## src/rtl/benes_sel_sequencer_pkg.sv

```systemverilog
// Shared parameters, bank type and FSM encoding for the Benes select sequencer.
// sel_bank_t matches the interconnect input struct so the select arrays connect directly.
package benes_sel_sequencer_pkg;

    localparam int SIZE       = 32;
    localparam int SWITCH_NUM = SIZE / 2;
    localparam int STAGE_NUM  = 2 * $clog2(SIZE) - 1;
    localparam int STG_W      = $clog2(STAGE_NUM);
    localparam int MASK_W     = 2 * STAGE_NUM;

    typedef logic [SWITCH_NUM-1:0] sel_bank_t [0:STAGE_NUM-1];

    typedef enum logic [1:0] {
        ST_IDLE  = 2'd0,
        ST_LOAD  = 2'd1,
        ST_ARMED = 2'd2,
        ST_WAVE  = 2'd3
    } seq_state_e;

    // Loaded-mask bit for one (path, stage) entry: module path first, slot path above it.
    function automatic logic [MASK_W-1:0] mask_onehot(input logic path,
                                                      input logic [STG_W-1:0] stage);
        logic [MASK_W-1:0] one;
        one = {{(MASK_W-1){1'b0}}, 1'b1};
        if (path) begin
            return one << (STAGE_NUM + int'(stage));
        end else begin
            return one << stage;
        end
    endfunction

endpackage

```

## src/rtl/benes_sel_sequencer_if.sv

```systemverilog
// Route-load and commit handshake between the route controller and the sequencer.
interface benes_sel_sequencer_if;

    logic                                             cfg_valid;
    logic                                             cfg_ready;
    logic                                             cfg_path;
    logic [benes_sel_sequencer_pkg::STG_W-1:0]        cfg_stage;
    logic [benes_sel_sequencer_pkg::SWITCH_NUM-1:0]   cfg_bits;
    logic                                             commit_valid;
    logic                                             commit_ready;

    modport master (
        output cfg_valid, cfg_path, cfg_stage, cfg_bits, commit_valid,
        input  cfg_ready, commit_ready
    );

    modport slave (
        input  cfg_valid, cfg_path, cfg_stage, cfg_bits, commit_valid,
        output cfg_ready, commit_ready
    );

endinterface

```

## src/rtl/benes_sel_sequencer_bank.sv

```systemverilog
// Shadow + active select storage for one path; the active side is filled one stage
// per cycle by the wavefront index so it tracks the one-register-per-stage datapath.
module benes_sel_bank
    import benes_sel_sequencer_pkg::*;
(
    input  logic                  clk,
    input  logic                  rst_n,
    input  logic                  wr_en_i,
    input  logic [STG_W-1:0]      wr_stage_i,
    input  logic [SWITCH_NUM-1:0] wr_bits_i,
    input  logic                  xfer_en_i,
    input  logic [STG_W-1:0]      xfer_idx_i,
    output sel_bank_t             active_o
);

    sel_bank_t shadow_q;
    sel_bank_t active_q;

    // Shadow write port and wavefront copy of one stage into the active bank.
    always_ff @(posedge clk or negedge rst_n) begin
        if (!rst_n) begin
            for (int s = 0; s < STAGE_NUM; s++) begin
                shadow_q[s] <= '0;
                active_q[s] <= '0;
            end
        end else begin
            if (wr_en_i) begin
                shadow_q[wr_stage_i] <= wr_bits_i;
            end
            if (xfer_en_i) begin
                active_q[xfer_idx_i] <= shadow_q[xfer_idx_i];
            end
        end
    end

    assign active_o = active_q;

endmodule

```

## src/rtl/benes_sel_sequencer.sv

```systemverilog
// Benes switch-select sequencer: loads a route into shadow banks, then commits it to
// the active selects as a stage-skewed wavefront.
module benes_sel_sequencer
    import benes_sel_sequencer_pkg::*;
(
    input  logic                         clk,
    input  logic                         rst_n,
    benes_sel_sequencer_if.slave         cfg_if,
    output sel_bank_t                    o_module_select,
    output sel_bank_t                    o_slot_select,
    output logic                         o_busy,
    output logic                         o_wave_done,
    output logic                         o_err
);

    seq_state_e         state_q, state_d;
    logic [MASK_W-1:0]  mask_q, mask_d;
    logic [STG_W-1:0]   k_q, k_d;
    logic               err_q, busy_q, done_q;
    logic               cfg_ready_q, commit_ready_q;

    logic               wr_acc_s, wr_ok_s, wr_bad_s, commit_s, last_s, xfer_s;

    // Handshake qualification; out-of-range stages are consumed but never stored.
    always_comb begin
        wr_acc_s = cfg_if.cfg_valid & cfg_ready_q;
        wr_ok_s  = wr_acc_s & (cfg_if.cfg_stage < STG_W'(STAGE_NUM));
        wr_bad_s = wr_acc_s & ~(cfg_if.cfg_stage < STG_W'(STAGE_NUM));
        commit_s = cfg_if.commit_valid & commit_ready_q;
        xfer_s   = (state_q == ST_WAVE);
        last_s   = xfer_s & (k_q == STG_W'(STAGE_NUM - 1));
    end

    // Next-state, loaded mask and wavefront counter.
    always_comb begin
        state_d = state_q;
        k_d     = k_q;
        if (wr_ok_s) begin
            mask_d = mask_q | mask_onehot(cfg_if.cfg_path, cfg_if.cfg_stage);
        end else begin
            mask_d = mask_q;
        end
        case (state_q)
            ST_IDLE: begin
                if (wr_ok_s) begin
                    state_d = (&mask_d) ? ST_ARMED : ST_LOAD;
                end else begin
                    state_d = ST_IDLE;
                end
            end
            ST_LOAD: begin
                if (&mask_d) begin
                    state_d = ST_ARMED;
                end else begin
                    state_d = ST_LOAD;
                end
            end
            ST_ARMED: begin
                if (commit_s) begin
                    state_d = ST_WAVE;
                    k_d     = '0;
                end else begin
                    state_d = ST_ARMED;
                end
            end
            ST_WAVE: begin
                if (last_s) begin
                    state_d = ST_IDLE;
                    mask_d  = '0;
                    k_d     = '0;
                end else begin
                    k_d     = k_q + STG_W'(1);
                end
            end
            default: begin
                state_d = ST_IDLE;
                mask_d  = '0;
                k_d     = '0;
            end
        endcase
    end

    // FSM state plus registered status and handshake outputs.
    always_ff @(posedge clk or negedge rst_n) begin
        if (!rst_n) begin
            state_q        <= ST_IDLE;
            mask_q         <= '0;
            k_q            <= '0;
            err_q          <= 1'b0;
            busy_q         <= 1'b0;
            done_q         <= 1'b0;
            cfg_ready_q    <= 1'b1;
            commit_ready_q <= 1'b0;
        end else begin
            state_q        <= state_d;
            mask_q         <= mask_d;
            k_q            <= k_d;
            err_q          <= err_q | wr_bad_s;
            busy_q         <= (state_d == ST_WAVE);
            done_q         <= last_s;
            cfg_ready_q    <= (state_d != ST_WAVE);
            commit_ready_q <= (state_d == ST_ARMED);
        end
    end

    assign cfg_if.cfg_ready    = cfg_ready_q;
    assign cfg_if.commit_ready = commit_ready_q;
    assign o_busy              = busy_q;
    assign o_wave_done         = done_q;
    assign o_err               = err_q;

    benes_sel_bank u_module_bank (
        .clk        (clk),
        .rst_n      (rst_n),
        .wr_en_i    (wr_ok_s & ~cfg_if.cfg_path),
        .wr_stage_i (cfg_if.cfg_stage),
        .wr_bits_i  (cfg_if.cfg_bits),
        .xfer_en_i  (xfer_s),
        .xfer_idx_i (k_q),
        .active_o   (o_module_select)
    );

    benes_sel_bank u_slot_bank (
        .clk        (clk),
        .rst_n      (rst_n),
        .wr_en_i    (wr_ok_s & cfg_if.cfg_path),
        .wr_stage_i (cfg_if.cfg_stage),
        .wr_bits_i  (cfg_if.cfg_bits),
        .xfer_en_i  (xfer_s),
        .xfer_idx_i (k_q),
        .active_o   (o_slot_select)
    );

endmodule

```

## src/flat_wrapper.sv

```systemverilog
// flat-port wrapper written by rule: the top's interface ports become plain ports
module benes_sel_sequencer_flat import benes_sel_sequencer_pkg::*;
  (clk, rst_n, o_module_select, o_slot_select, o_busy, o_wave_done, o_err, cfg_if_cfg_valid, cfg_if_cfg_path, cfg_if_cfg_stage, cfg_if_cfg_bits, cfg_if_commit_valid, cfg_if_cfg_ready, cfg_if_commit_ready);
  benes_sel_sequencer_if cfg_if_i ();
  input  logic clk;
  input  logic rst_n;
  output sel_bank_t o_module_select;
  output sel_bank_t o_slot_select;
  output logic o_busy;
  output logic o_wave_done;
  output logic o_err;
  input wire logic [$bits(cfg_if_i.cfg_valid)-1:0] cfg_if_cfg_valid;
  input wire logic [$bits(cfg_if_i.cfg_path)-1:0] cfg_if_cfg_path;
  input wire logic [$bits(cfg_if_i.cfg_stage)-1:0] cfg_if_cfg_stage;
  input wire logic [$bits(cfg_if_i.cfg_bits)-1:0] cfg_if_cfg_bits;
  input wire logic [$bits(cfg_if_i.commit_valid)-1:0] cfg_if_commit_valid;
  output wire logic [$bits(cfg_if_i.cfg_ready)-1:0] cfg_if_cfg_ready;
  output wire logic [$bits(cfg_if_i.commit_ready)-1:0] cfg_if_commit_ready;
  assign cfg_if_i.cfg_valid = cfg_if_cfg_valid;
  assign cfg_if_i.cfg_path = cfg_if_cfg_path;
  assign cfg_if_i.cfg_stage = cfg_if_cfg_stage;
  assign cfg_if_i.cfg_bits = cfg_if_cfg_bits;
  assign cfg_if_i.commit_valid = cfg_if_commit_valid;
  assign cfg_if_cfg_ready = cfg_if_i.cfg_ready;
  assign cfg_if_commit_ready = cfg_if_i.commit_ready;
  benes_sel_sequencer u_core (.clk(clk), .rst_n(rst_n), .cfg_if(cfg_if_i), .o_module_select(o_module_select), .o_slot_select(o_slot_select), .o_busy(o_busy), .o_wave_done(o_wave_done), .o_err(o_err));
endmodule
```

## config.mk

```make
export PLATFORM = sky130hd
export DESIGN_NAME = benes_sel_sequencer_flat
export DESIGN_NICKNAME = d
export VERILOG_FILES = /design/src/rtl/benes_sel_sequencer_pkg.sv /design/src/rtl/benes_sel_sequencer_if.sv /design/src/rtl/benes_sel_sequencer_bank.sv /design/src/rtl/benes_sel_sequencer.sv /design/src/flat_wrapper.sv
export SDC_FILE = /design/constraint.sdc
export NUM_CORES = 1
export LEC_CHECK = 0
export ABC_CLOCK_PERIOD_IN_PS = 2560
export CAP_MARGIN = 0
export CELL_PAD_IN_SITES_DETAIL_PLACEMENT = 1
export CELL_PAD_IN_SITES_GLOBAL_PLACEMENT = 1
export CORE_ASPECT_RATIO = 0.6
export CORE_MARGIN = 10
export CORE_UTILIZATION = 46
export DETAILED_ROUTE_END_ITERATION = 12
export PLACE_DENSITY = 0.87
export SETUP_SLACK_MARGIN = 0.1
export SLEW_MARGIN = 20
export SYNTH_ARGS = -nofsm -noshare
export SYNTH_HDL_FRONTEND = slang
export SYNTH_HIERARCHICAL = 1
export SYNTH_SLANG_ARGS = --single-unit
export TNS_END_PERCENT = 100
```

## constraint.sdc

```tcl
create_clock -name clk -period 2.56 [get_ports clk]
set_input_delay 0.384 -clock clk [delete_from_list [all_inputs] [get_ports clk]]
set_output_delay 0.384 -clock clk [all_outputs]
set_load 0.1 [all_outputs]
```

# Yosys cells after proc, flatten, opt, wreduce, memory -nomap -nowiden
# Cells that the tools add are included.
# word_totals
inputBits	25
latchBits	0
n_memories	0
ram_bits	0
output_inout_bits	293
elab_cells	107
ff_bits	605
romBits	0
# classes
bitwise_logic	13
addsub	2
multipliers	0
n_reduce_logical	6
n_lt_le_gt_ge	5
div_mod_pow	0
n_shift	2
n_eq_ne	8
muxes	27
# ops
operator	n
$bwmux 144	4
$bmux 16 s4	2
$demux 16 s4	2
$mux 16	6
$mux 18	5
$shl 1x32->18 const A	1
$or 18x18->18	1
$reduce_and 18->1	1
$shl 1x4->18 const A	1
$ge 5x5->1 const B	2
$lt 5x1->1 const B	2
$not 4->5	2
$eq 2x2->1 const B	4
$mux 4	2
$pmux 2 s4	1
$pmux 4 s2	1
$and 1x1->1	7
$mux 2	3
$add 4x4->5 const A	1
$add 4x1->4 const B	1
$eq 4x4->1 const B	1
$lt 4x4->1 const B	1
$eq 2x1->1 const B	1
$logic_and 1x1->1	2
8 further kinds	9

# Longest topological paths before layout
# logic_depth
word_depth	11
ltp_mapped	10
mapped_depth_nobuf	9

# Cells and area by module
# The synthesis kept the hierarchy.
# modules_own_cells
module	cells_each	area_per_inst_um2	seq_area_each_um2	instances
benes_sel_bank	904	12433.2	7206.9	2
benes_sel_sequencer	167	1622.8	726.9	1

# Least setup slack after synthesis
# No wires, ideal clock.
# synth_path
path_kind	reg-to-reg
from	register u_core.cfg_ready_q (netlist: u_core/cfg_if.cfg_ready)
to	register u_core/u_module_bank/shadow_q[85] (netlist name)
stages_incl_launch_ff	9
period_less_slack_ns	2.779
path_buffers	2
setup_ns	0.125
arrival_ns	2.654
setup_slack_ns	-0.219
t_required_ns	2.435
cell_sequence	dfstp_2 -> nand2_1 -> a21o_1 -> nor2_1 -> nor3b_2 -> and3_1 -> buf_2 -> buf_4 -> mux2_2
# synth_via
elab_chain_len	3
# synth_lines
element	line	source
start: declaration	benes_sel_sequencer.sv:20	logic cfg_ready_q, commit_ready_q;
start signal: assignment	benes_sel_sequencer.sv:101	cfg_ready_q <= (state_d != ST_WAVE);
$and 1x1->1	benes_sel_sequencer.sv:26	wr_acc_s = cfg_if.cfg_valid & cfg_ready_q;
$and 1x1->1	benes_sel_sequencer.sv:27	wr_ok_s = wr_acc_s & (cfg_if.cfg_stage < STG_W'(STAGE_NUM));
$and 1x1->1	benes_sel_sequencer.sv:115	.wr_en_i (wr_ok_s & ~cfg_if.cfg_path),
end signal: indexed assignment	benes_sel_sequencer_bank.sv:28	shadow_q[wr_stage_i] <= wr_bits_i;
end: declaration	benes_sel_sequencer_bank.sv:16	sel_bank_t shadow_q;
# Every way passes these cells.
# A chain may end at the register's enable or synchronous reset.

# Worst setup path in the final report
# layout_path
from	input cfg_if_cfg_stage[0]
to	register u_core.commit_ready_q (netlist: u_core/cfg_if.commit_ready)
# layout_via
elab_chain_len	11
elab_cells_between_ends	14
cone_classes	add/sub: 1; order compare: 1; eq/ne: 1; shift: 2; mux: 6; bitwise: 2; reduce/logical: 1
# layout_lines
element	line	source
start: declaration	flat_wrapper.sv:14	input wire logic [$bits(cfg_if_i.cfg_stage)-1:0] cfg_if_cfg_stage;
$add 4x4->5	benes_sel_sequencer_pkg.sv:26	return one << (STAGE_NUM + int'(stage));
$shl 1x32->18	benes_sel_sequencer_pkg.sv:26	
$mux 18	benes_sel_sequencer_pkg.sv:25	if (path) begin
$mux 18	benes_sel_sequencer.sv:38	if (wr_ok_s) begin
$or 18x18->18	benes_sel_sequencer.sv:39	mask_d = mask_q | mask_onehot(cfg_if.cfg_path, cfg_if.cfg_stage);
$mux 18	benes_sel_sequencer.sv:38	
$reduce_and 18->1	benes_sel_sequencer.sv:46, benes_sel_sequencer.sv:52	
$mux 2	benes_sel_sequencer.sv:46, benes_sel_sequencer.sv:52	
$mux 2	benes_sel_sequencer.sv:45	if (wr_ok_s) begin
$pmux 2 s4 *	benes_sel_sequencer.sv:43	case (state_q)
$eq 2x2->1 *	benes_sel_sequencer.sv:102	commit_ready_q <= (state_d == ST_ARMED);
end signal: assignment	benes_sel_sequencer.sv:102	
end: declaration	benes_sel_sequencer.sv:20	
# Every way passes the cells marked *; elsewhere a longest branch is shown, timed or not. The select of a mux whose other input is x is not followed.

==> results.md <==
* Status: complete, no violations
* Net Sw Frac at 25.3%
* Max cap viols at 0
* First-pass GRT wire length at 142 mm
* Gate power share at between 10% and 20%
* Syn nets at 2004
* Drc violations at 0
* Final WS setup at around 0.046 ns
* Placed Cells at between 3000 and 4000
* Final setup violation count at 0
* Reg2reg end: u_core/cfg_if.commit_ready$_DFF_PN0_
* Worst slack at placement at -0.652 ns
* CTS buffer count at between 50 and 60
* Worst skew pair latency at 0.65 ns
* Vias per cell at approximately 6.3
* Post-synth ARST share at 100%
* Die area at approximately 0.068 sq mm
* Reg2Reg Setup Slack at around 0.060 ns
* Total track usage at 27.1%
* Number of port buffers at 317
* Sequential share of the synthesized area at between 50% and 60%
* Internal power at about 16 mW
* Crit path to: u_core/cfg_if.commit_ready$_DFF_PN0_
* Syn Area/Cell at 13.4 sq um
* Final core occ at 57.5%
* Fin. Hold Viols at 0
* Post-synthesis mux area share at 19.1%
* CTS tree: built
* Initial DRC count at between 1500 and 2000
* Number of flops mapped to enable cells by yosys at 0
* Avg WL per Cell at just under 30 um
* Pins over their slew limit at 0
* Peak VDD IR at 0.000531 V
* Max transition margin at a little over two fifths
* Yosys warns at 6
* Initial antenna violation count at 5
* Synth top area share at 57.1%
* Starting Density at 46.3%
* Area Growth Syn to Fin at 24.3%
* DIE WIDTH at roughly 330 um
* Fmax achieved at 398 MHz
* Row count at 68
* Post-DP HPWL at around 60 mm
* CP Capture Type: register
* Total gr overflow at 0
* Largest net degree at the start of global routing at roughly 90
* Post-synthesis simple-gate area fraction at approximately 3.5%
* CP Launch Type: input pin
* Layout cell share with drive strength beyond 1 at around 43%
* Worst Path Max Fanout at 5
* Top cells by area, synth: dfrtp_1, mux2_2, o31ai_1
* Worst-path clk slew at about 0.070 ns
* Xor/xnor share of the synthesized area at 0%
* Clock Path Buffers at 3
* List of most frequent post-synthesis cells: dfrtp_1, mux2_2, o21ai_0, o31ai_1, mux2_1
* Reg2reg start: u_core/cfg_if.cfg_ready$_DFF_PN1_
* Yosys reg bits at between 600 and 700
* Worst hold path type: in2async
* Largest family of logic cells by synthesized area: multiplexers
* Clk sinks at around 610
* Skew final at approximately 0.042 ns
* Min cycle time layout at about 2.5 ns
* Vias in the first global route at roughly 22000
* Clock share of power at just over 40%
* Netlist Area Pre-Place at about 0.026 sq mm
* Most frequent cell after synthesis: dfrtp_1
* Total number of vias at approximately 20000
* Core box area at ~0.057 sq mm
* Die Ht at 206 um
* Post-synthesis cell count at a little under 2000
* Post-Synth Adder-Cell Area at 0.189%
* Leakage at ~16 nW
* H-Tree Depth at 2
* Cell taking the most area after synthesis: dfrtp_1
* Sequential share of power at between 40% and 50%
* Dominant synthesized flop cell: dfrtp_1
* Nets at roughly 2400
* Area fraction in compound gates after synthesis at 17.0%
* R2r worst-path depth at 7
* Cell area power density at between 600 and 700 mW/mm^2
* RSZ-0062 raised after global routing: yes
* Layout Cells excl Fill at between 3000 and 4000
* Critical path class: in2reg
* Sw power at between 5 and 6 mW
* Final Cycle Share at between 90% and 100%
* Detail Route Antenna Nets at 0
* # fillers at ~5600
* Start point of the critical path: cfg_if_cfg_stage[0]
* Total power at around 22 mW
* Least-Margin Pin Slew at roughly 0.86 ns
* Drt first pass iters at 5
* Routed WL at between 90 and 100 mm
* CTS root buf: clkbuf_16
* Distinct cell type count after synthesis at 61
* IO Count at between 300 and 400
* GPL Wtd Cong at 0.878
* Worst Path Required at 3.11 ns
* Critical Path AT at around 3.1 ns
## cell type report
| cell class | instances | area, sq um | share of cell area (%) |
|---|---|---|---|
| clock buffer | 87 | 1630 | 4.95 |
| timing repair buffer | 494 | 4140 | 12.6 |
| inverter | 9 | 33.8 | 0.103 |
| tap | 770 | 963 | 2.93 |
| antenna | 4 | 10.0 | 0.0304 |
| sequential | 605 | 15100 | 46.0 |
| multi-input combinational | 1212 | 10700 | 32.5 |
| clock inverter | 18 | 285 | 0.866 |
## kinds of logic (layout without fill, tap and decap cells)
family          after synthesis  count (layout)
compound gates              617             617
fa+ha+maj                     4               4
buf+inv                     158             608
flops                       605             605
mux                         450             450
other cells                   0               4
simple gates                141             141
## worst max-delay path, stage by stage
cell,delay (ns)
clkdlybuf4s50_1,0.49
inv_1,0.09
ha_4,0.27
nor4bb_4,0.27
a211o_1,0.19
a21oi_2,0.08
or4_4,0.57
or3_4,0.37
nor4_4,0.16
mux2_4,0.18
## how the worst min path moves through the flow
stage / slack [ns] / endpoint / cells after the start
after detailed placement: 0.36 / u_core/u_slot_bank/active_o[6]$_DFFE_PN0P_ / 1
after floorplan: 0.09 / u_core/cfg_if.commit_ready$_DFF_PN0_ / 0
final: 0.29 / u_core/u_slot_bank/active_o[21]$_DFFE_PN0P_ / 2
after global routing: 0.34 / u_core/u_slot_bank/shadow_q[24]$_DFFE_PN0P_ / 2
after CTS: 0.28 / u_core/u_slot_bank/active_o[21]$_DFFE_PN0P_ / 2
after global placement: 0.35 / u_core/u_slot_bank/active_o[69]$_DFFE_PN0P_ / 1
## registers in the layout, summed over array words and instances, names as in the netlist
signal and flops:
u_core/u_module_bank/shadow_q 144, u_core/u_slot_bank/active_o 144, u_core/state_q 2, u_core/cfg_if.cfg_ready 1, u_core/cfg_if.commit_ready 1, u_core/o_err 1
u_core/u_module_bank/active_o 144, u_core/o_busy 1, u_core/u_slot_bank/shadow_q 144, u_core/k_q 4, u_core/o_wave_done 1, u_core/mask_q 18
## routing by layer
layer / global-route usage, % / vias to the layer above / wire (um)
li1: - / 8260 / -
met1: 34.3 / 10700 / 37900
met2: 45.7 / 964 / 46400
met3: 5.66 / 248 / 7210
met4: 9.60 / 2 / 3060
met5: 0 / - / 11
## cells in the final DEF (no fill, tap or decap), types with 3 or more instances in the layout
cell type / Yosys / final
buf_4: 16 / 439
inv_1: 9 / 9
dfrtp_1: 604 / 603
clkbuf_1: 63 / 21
o21ai_0: 259 / 258
or2_4: 0 / 7
clkbuf_8: 0 / 9
nand2_1: 17 / 16
mux2_1: 113 / 112
nor2_2: 0 / 4
o22ai_1: 5 / 5
nand4b_1: 6 / 6
a31oi_1: 3 / 3
o21ai_1: 2 / 3
a21oi_1: 9 / 8
o31ai_1: 214 / 214
o22ai_2: 60 / 59
nand3b_2: 4 / 4
o31ai_2: 44 / 44
buf_12: 0 / 29
nor3b_4: 0 / 6
a41oi_1: 7 / 7
and3_1: 4 / 4
mux2_2: 337 / 337
clkinv_2: 0 / 6
nand3b_1: 3 / 3
diode_2: 0 / 4
nand3_1: 5 / 4
nor3_2: 1 / 3
nand2b_1: 15 / 15
or2_1: 18 / 10
and2_1: 5 / 5
bufinv_16: 0 / 6
nor2_1: 30 / 26
clkbuf_16: 0 / 57
clkdlybuf4s50_1: 0 / 23
## power groups by stage
stage	Clock [mW]	Sequential (mW)	Combinational, mW
floorplan	0	10.7	1.27
global placement	0	10.8	2.05
detailed placement	0	10.9	2.18
CTS	9.04	10.7	2.23
global route	9.47	10.8	2.42
finish	8.93	10.7	2.25
## per-stage QoR
step           hold WS (ns)  TNS [ns]  area [sq um]
2_1_floorplan        0.0884         0         26600
3_3_place_gp          0.352    -34.91         30900
3_5_place_dp          0.357    -47.94         30900
4_1_cts               0.284  -0.00241         32800
5_1_grt               0.345    -0.100         32900
6_report              0.294         0         32900
## timing repair
item / in CTS / in global routing
setup buffers: 1 / 3
gates resized for setup: 10 / 16
endpoints found under the hold margin: 44 / 0
setup endpoints to repair: 53 / 98
hold buffers: 1 / 0
pin swaps: 4 / 3
(Power assumes the default switching activity.)
